==> src/rtl/ctrl_rst_seq.sv <==
// Staged reset sequencer: qualifies PLL lock, releases the control domain and then the
// system core, services button/software system resets and counts lock losses.
//
// state | meaning
// WAIT  | everything in reset, waiting for synced PLL lock
// STAB  | lock seen, counting LOCK_CYCLES of uninterrupted lock
// CREL  | control domain released, system core held for SYS_DELAY
// RUN   | both domains out of reset
// SHOLD | system core pulsed into reset for SYS_HOLD cycles
module ctrl_rst_seq #(
  parameter int LOCK_CYCLES = 1024,
  parameter int SYS_DELAY   = 256,
  parameter int SYS_HOLD    = 64,
  parameter int DEB_CYCLES  = 16384,
  parameter int CW          = 16
) (
  input  logic       clk,
  input  logic       rst_n,
  input  logic       pll_locked,
  input  logic       ext_rst_btn,
  input  logic       sw_rst_req,
  output logic       rst_ctrl,
  output logic       rst_sys,
  output logic       rst_done,
  output logic [7:0] lock_lost_cnt
);

  typedef enum logic [2:0] {WAIT, STAB, CREL, RUN, SHOLD} state_t;

  localparam logic [CW-1:0] LOCK_TC = CW'(LOCK_CYCLES - 1);
  localparam logic [CW-1:0] SYS_TC  = CW'(SYS_DELAY - 1);
  localparam logic [CW-1:0] HOLD_TC = CW'(SYS_HOLD - 1);
  localparam logic [CW-1:0] DEB_TC  = CW'(DEB_CYCLES - 1);

  state_t        state, nxt;
  logic          lk_m, lk_s, bt_m, bt_s, deb;
  logic [CW-1:0] deb_cnt, cnt;
  logic          deb_flip, btn_evt, lost;

  // The event fires on the edge deb flips high, so SHOLD starts on that same edge.
  assign deb_flip = (bt_s != deb) && (deb_cnt == DEB_TC);
  assign btn_evt  = deb_flip && bt_s;

  always_ff @(posedge clk) begin
    if (!rst_n) begin
      lk_m    <= 1'b0;
      lk_s    <= 1'b0;
      bt_m    <= 1'b0;
      bt_s    <= 1'b0;
      deb     <= 1'b0;
      deb_cnt <= '0;
    end else begin
      lk_m <= pll_locked;
      lk_s <= lk_m;
      bt_m <= ext_rst_btn;
      bt_s <= bt_m;
      if (bt_s == deb) begin
        deb_cnt <= '0;
      end else if (deb_flip) begin
        deb     <= bt_s;
        deb_cnt <= '0;
      end else begin
        deb_cnt <= deb_cnt + 1'b1;
      end
    end
  end

  always_comb begin
    nxt  = state;
    lost = 1'b0;
    case (state)
      WAIT:  if (lk_s) nxt = STAB;
      STAB: begin
        if (!lk_s)                nxt = WAIT;
        else if (cnt == LOCK_TC)  nxt = CREL;
      end
      CREL: begin
        if (!lk_s) begin
          nxt  = WAIT;
          lost = 1'b1;
        end else if (cnt == SYS_TC) begin
          nxt = RUN;
        end
      end
      RUN: begin
        if (!lk_s) begin
          nxt  = WAIT;
          lost = 1'b1;
        end else if (sw_rst_req || btn_evt) begin
          nxt = SHOLD;
        end
      end
      SHOLD: begin
        if (!lk_s) begin
          nxt  = WAIT;
          lost = 1'b1;
        end else if (cnt == HOLD_TC) begin
          nxt = RUN;
        end
      end
      default: nxt = WAIT;
    endcase
  end

  always_ff @(posedge clk) begin
    if (!rst_n) begin
      state         <= WAIT;
      cnt           <= '0;
      rst_ctrl      <= 1'b1;
      rst_sys       <= 1'b1;
      rst_done      <= 1'b0;
      lock_lost_cnt <= 8'd0;
    end else begin
      state <= nxt;
      if (nxt != state || state == WAIT || state == RUN) cnt <= '0;
      else                                                cnt <= cnt + 1'b1;
      rst_ctrl <= (nxt == WAIT) || (nxt == STAB);
      rst_sys  <= (nxt != RUN);
      rst_done <= (nxt == RUN);
      if (lost && lock_lost_cnt != 8'hFF) lock_lost_cnt <= lock_lost_cnt + 8'd1;
    end
  end

endmodule
==> config.mk <==
export PLATFORM = sky130hd
export DESIGN_NAME = ctrl_rst_seq
export DESIGN_NICKNAME = d
export VERILOG_FILES = /design/src/rtl/ctrl_rst_seq.sv
export SDC_FILE = /design/constraint.sdc
export NUM_CORES = 1
export LEC_CHECK = 0
export CAP_MARGIN = 5
export CORE_MARGIN = 2
export CORE_UTILIZATION = 65
export CTS_BUF_LIST = sky130_fd_sc_hd__clkbuf_4 sky130_fd_sc_hd__clkbuf_8
export CTS_CLUSTER_DIAMETER = 50
export CTS_CLUSTER_SIZE = 16
export DETAILED_ROUTE_END_ITERATION = 16
export PLACE_DENSITY_LB_ADDON = 0.3
export RECOVER_POWER = 100
export SYNTH_ARGS = -nofsm -noshare
export SYNTH_HDL_FRONTEND = slang
export SYNTH_SLANG_ARGS = --single-unit
==> constraint.sdc <==
create_clock -name clk -period 4.25 [get_ports clk]
set_clock_uncertainty 0.05 [all_clocks]
set_input_delay 0.425 -clock clk [delete_from_list [all_inputs] [get_ports clk]]
set_output_delay 0.425 -clock clk [all_outputs]
set_load 0.1 [all_outputs]
* Yosys cells after proc, flatten, opt, wreduce, memory -nomap -nowiden *
Cells that the tools add are included.

storage, ports and cells
  flip-flop bits (word level) = 51
  input port bits = 5
  output and inout port bits = 11
  word-level logic and storage cells = 57

operators by class
  add/subtract/negate cells = 3
  equal/unequal tests = 15
  multiplexer cells = 12
  bitwise operators = 2
  reduce and logical (&&, ||, !) cells = 13

operator list
  cell                                                   count
  adder 16 x 1 -> 16 bit, second input constant          2
  two-way mux 3 bit                                      9
  equality test 16 x 10 -> 1 bit, second input constant  1
  equality test 16 x 14 -> 1 bit, second input constant  1
  equality test 16 x 6 -> 1 bit, second input constant   1
  equality test 16 x 8 -> 1 bit, second input constant   1
  case mux 3 bit (5 select lines)                        1
  equality test 3 x 2 -> 1 bit, second input constant    3
  adder 8 x 1 -> 8 bit, second input constant            1
  != test 8 bit, second input constant                   1
  equality test 3 x 1 -> 1 bit, second input constant    2
  zero test 3 bit                                        2
  OR reduction 3 bit                                     2
  logical OR 1 bit                                       4
  equality test 3 bit, second input constant             1
  logical AND 1 bit                                      3
  != test 3 x 2 -> 1 bit, second input constant          1
  != test 3 bit                                          1
  two-way mux 1 bit                                      2
  inverter 1 bit                                         2
  AND reduction 2 bit                                    1
  OR reduction 2 bit                                     1
  equality test 1 bit                                    1
  != test 1 bit                                          1

* Logic depth before layout (Yosys ltp) *
  depth in word-level cells = 11
  depth in mapped cells = 8
  gate-level depth less buffers = 6

* Least setup slack after synthesis *
OpenSTA, ideal clock, no wires.

  kind = reg-to-reg
  start point = register lock_lost_cnt[0]
  end point = register lock_lost_cnt[5]
  setup time = 0.128 ns
  data arrival time = 2.239 ns
  required time = 4.072 ns
  setup slack = 1.833 ns
  cell stages (with the launch flop) = 7
  buffers on the path = 0
  period minus slack after synthesis = 2.417 ns
  path through = dfxtp_1 > ha_1 > nand3_1 > o221ai_1 > nor3_1 > xnor2_1 > nor2_1

between the ends
  cells in the longest elaborated chain, start to end = 2
  elaborated cells between the ends (all ways) = 3
  those cells by class = add/sub: 1; eq/ne: 1; reduce/logical: 1

ends and longest elaborated chain
  element                                                                       line  RTL
  start, declared                                                               25    output logic [7:0] lock_lost_cnt
  start signal, assigned                                                        120   if (lost && lock_lost_cnt != 8'hFF) lock_lost_cnt <= lock_lost_cnt + 8'd1;
  parallel branches: the longest is 2 deep, another holds adder 8 x 1 -> 8 bit  -

Several ways; the timed one is not identified.
A chain may end at the register's enable or synchronous reset.

* Final worst setup path *
  start point = register deb_cnt[0]
  end point = register cnt[10]

between the ends
  cells in the longest elaborated chain, start to end = 11

ends and longest elaborated chain
  element                              line  RTL
  start, declared                      37    logic [CW-1:0] deb_cnt, cnt;
  start signal, assigned               63    deb_cnt <= deb_cnt + 1'b1;
  equality test 16 x 14 -> 1 bit       41    assign deb_flip = (bt_s != deb) && (deb_cnt == DEB_TC);
  logical AND 1 bit                    41
  logical AND 1 bit                    42    assign btn_evt = deb_flip && bt_s;
  logical OR 1 bit                     89    end else if (sw_rst_req || btn_evt) begin
  two-way mux 3 bit                    89
  two-way mux 3 bit                    86    if (!lk_s) begin
  case mux 3 bit (5 select lines)      71    case (state)
  != test 3 bit                        115   if (nxt != state || state == WAIT || state == RUN) cnt <= '0;
  logical OR 1 bit (2 in a row)        115
  OR reduction 2 bit (no source line)  -
  end signal, assigned                 116   else cnt <= cnt + 1'b1;
  end, declared                        37

No other way between the ends.

==> metrics list <==
- The run finished with clean final reports.
- Synth-to-Final Area Change: 6.409%
* Num CTS Buffers: 5
* Switching Fraction: 19.57%
- Number of cells produced by synthesis: about 260
* Worst endpoint required time: between 4 and 5 ns
- In the routed layout, each cell is associated on average with a via count of approximately 5.6.
- The commonest cells after synthesis are sky130_fd_sc_hd__dfxtp_1, sky130_fd_sc_hd__nor2_1, sky130_fd_sc_hd__xnor2_1, sky130_fd_sc_hd__nand3_1, sky130_fd_sc_hd__nand2_1.
* Core region area: 3661 um2
- Crit. End Element: flip-flop
- Clock Path Buffers: 2
- Proportion of power drawn by flip-flops and latches: between 60 and 70%
- In this run the biggest area consumer among cell types represents between 40% and 50% of the synthesized area.
- Global-route wire length before repair: 7431 um
- The HPWL after detailed placement is slightly below 3000 um.
* Largest area contributor in the netlist: sky130_fd_sc_hd__dfxtp_1
- Combinational logic burns 2.3% of the power.
- Starting density of the core: about two thirds
* Startpoint type of the worst setup path: flip-flop
- Buffers added to address setup during post-CTS repair amount to 0.
- Master cell of the clock root buffer: sky130_fd_sc_hd__clkbuf_8
* Highest net fanout along the worst path: 16
- By startpoint and endpoint, the worst setup path is classified as flip-flop to flip-flop.
- Summed over all cells, the static leakage comes to 0.8267 nW.
- In this run, post-CTS repair resized a total of 0 instances.
* Net Count, Synth: 272
- Slew at the pin with the worst max-slew slack: 1.029 ns
- Fraction of registers with async set or reset after synthesis: 0%
* Count of nets left with antenna violations after detail routing: 0
* Net count reported at finish: around 280
- Count of flip-flops with a built-in enable after synthesis: 0
* Clock insertion delay at the later pin of the skew report: between 0.2 and 0.3 ns
- In the synthesized netlist the dominant register cell turns out to be sky130_fd_sc_hd__dfxtp_1.
* Flip-flop and latch count after synthesis: 51
- For this design the top-level I/O count stands at 16.
- For this run, the register share of the synthesized area comes to approximately two fifths.
- Hold Violations, Final: 0
- GR Util All Layers: around 22%
- Maxcap violations: 0
- The routed layout has between 1500 and 2000 vias.
- Routed WL: roughly 4200 um
- Of the cells placed in the final design, the portion with a size suffix greater than 1 is just over 6%.
- First-pass iteration count of the detailed router: 4
- CTS clock-pin slew for the worst setup and hold paths: 0.09 ns
* Floorplan die height: 65.52 um
- By instance count, the leading cell after synthesis is sky130_fd_sc_hd__dfxtp_1.
* Total die area: ~4300 um2
- Registers take around 1000 um2.
- Clock share of power: roughly 37%
- Hold repair after CTS inserted 0 buffers.
- Summed negative setup slack over all endpoints: 0 ns
* DRC violations left: 0
* CTS sink count: 51
* Average routed wire per standard cell: roughly 13 um
- Iteration-0 DRC count of the detailed router: 90
- Power density over cell area: roughly 300 nW/um2
- Flop2flop setup slack: about 1.4 ns
- Dividing the synthesized area by the synthesized cell count gives between 9 and 10 um2.
- After global routing the overflow that remains totals 0.
* Cell Int Power: around 0.00064 W
- Worst endpoint data arrival time: ~3 ns
* Largest net degree at the start of global routing: 17
- For this design the total switching power over the nets is ~0.00016 W.
- Number of antenna violations at the first check in global routing: 0
- Count of H-tree levels built during CTS: 2
- Number of global-route vias before repair: approximately 1700
* Highest clock rate: 350.0 MHz
* Syn Std Cell Area: roughly 2500 um2
- After layout, the minimum clock period comes to around 2.9 ns.
- Count of buffers from port buffering: 15
* Final worst-path cycle share: around two thirds
* Multi-input gate area in the final layout: 1245 um2
- Counting the fill cells in the layout gives about 310.
* Final Power: about 0.00080 W
- Cells taking the most area after synthesis: sky130_fd_sc_hd__dfxtp_1, sky130_fd_sc_hd__xnor2_1, sky130_fd_sc_hd__nor2_1
* Final setup fails: 0
- Measured along the x axis, the die boundary spans ~66 um.
* TritonCTS clock tree: done
- Rel. slew slack: between 30 and 40%
- In this run, distinct cell masters in the synthesized netlist total 45.
- IR analysis of the VDD net gives a maximum drop of 225.6 uV.
* RSZ-0062 raised after global routing: no
- The congestion estimate from routability-driven global placement came to approximately 0.75.
- Synth warn: 0
- The floorplan has 22 rows.
- Antenna fix cells: 0
* Hold/Removal Path Class: flip-flop to flip-flop
* Final slew viol count: 0
==> through the flow <==
| step | hold slack, ns | instance area [um2] | util (%) | instances | setup WS, ns |
|---|---|---|---|---|---|
| after global placement | 0.3638 | 2587 | 70.68 | 317 | 1.909 |
| after global routing | 0.4081 | 2618 | 71.50 | 325 | 1.096 |
| after floorplan | 0.3618 | 2460 | - | 264 | 1.833 |
| final | 0.3879 | 2618 | 71.50 | 325 | 1.393 |
| after CTS | 0.3887 | 2691 | 73.51 | 325 | 1.846 |
| after detailed placement | 0.3694 | 2587 | 70.68 | 317 | 1.874 |
==> kinds of logic after synthesis <==
family                   Yosys count  synth area share, %
XOR/XNOR                          35                12.46
adder cells (fa/ha/maj)            3                1.526
buffers and inverters             20                4.883
flip-flops                        51                41.51
AND/OR/NAND/NOR                  131                31.89
multiplexers                       2               0.8139
AO/OA/AOI/OAI                     22                6.918
==> layer usage <==
metal | global-route usage, % | share of wire, % | vias to the layer above
li1 | - | - | 940
met1 | 28.66 | 49 | 849
met2 | 36.99 | 47 | 23
met3 | 4.110 | 2.8 | 4
met4 | 8.854 | 1.5 | 0
met5 | 0 | 0 | -
==> power by group through the flow <==
stage,sequential [W],combinational [W],clock (W)
floorplan,0.000492,0.0000157,0
global placement,0.000493,0.0000198,0
detailed placement,0.000493,0.0000202,0
CTS,0.000482,0.0000203,0.000305
global route,0.000482,0.0000208,0.000324
finish,0.000482,0.0000187,0.000298
==> worst max-delay path, stage by stage (launching register included) <==
cell	delay [ns]
sky130_fd_sc_hd__dfxtp_1	0.38
sky130_fd_sc_hd__ha_1	0.20
sky130_fd_sc_hd__nand3_1	0.20
sky130_fd_sc_hd__nor4_1	0.93
sky130_fd_sc_hd__a31oi_1	0.31
sky130_fd_sc_hd__o221ai_4	0.52
sky130_fd_sc_hd__nor4_1	0.11
==> flip-flops by register name (all words and copies together) (netlist names) <==
name           cells
deb_cnt           16
rst_sys            1
deb                1
bt_s               1
cnt               16
rst_ctrl           1
lk_s               1
bt_m               1
rst_done           1
lk_m               1
state              3
lock_lost_cnt      8
==> cell usage in the layout (no fill, tap or decap), types with 2 or more instances in the layout <==
cell                              count
sky130_fd_sc_hd__nor4_1              16
sky130_fd_sc_hd__o21ai_0              3
sky130_fd_sc_hd__clkbuf_8             7
sky130_fd_sc_hd__ha_1                 3
sky130_fd_sc_hd__a31oi_1              2
sky130_fd_sc_hd__dfxtp_1             51
sky130_fd_sc_hd__nand2b_1             2
sky130_fd_sc_hd__nand3_1             16
sky130_fd_sc_hd__and2_1               4
sky130_fd_sc_hd__a211o_1              2
sky130_fd_sc_hd__and4bb_1             2
sky130_fd_sc_hd__or3_1                8
sky130_fd_sc_hd__nand2_1             14
sky130_fd_sc_hd__nor2b_1              5
sky130_fd_sc_hd__inv_1               10
sky130_fd_sc_hd__clkdlybuf4s50_1      3
sky130_fd_sc_hd__nor2_1              40
sky130_fd_sc_hd__xnor2_1             24
sky130_fd_sc_hd__nand4_1              5
sky130_fd_sc_hd__xor2_1              11
sky130_fd_sc_hd__nor3_1               7
sky130_fd_sc_hd__dlygate4sd3_1       12
sky130_fd_sc_hd__a21oi_1              6
sky130_fd_sc_hd__nor4_2               3
sky130_fd_sc_hd__mux2i_1              2
==> area by class of cell <==
class	instances	share of cell area, %
multi-input combinational	193	47.56
sequential	51	39.01
timing repair buffer	15	5.736
clock buffer	8	3.968
tap	48	2.294
inverter	10	1.434
==> worst paths after layout <==
check              from       to  cells past startpoint
max reg2reg  deb_cnt[0]  cnt[10]                      6
min                bt_m     bt_s                      1
max          deb_cnt[0]  cnt[10]                      6
min reg2reg        bt_m     bt_s                      1
Note: power is estimated with default switching activity, not from simulation.
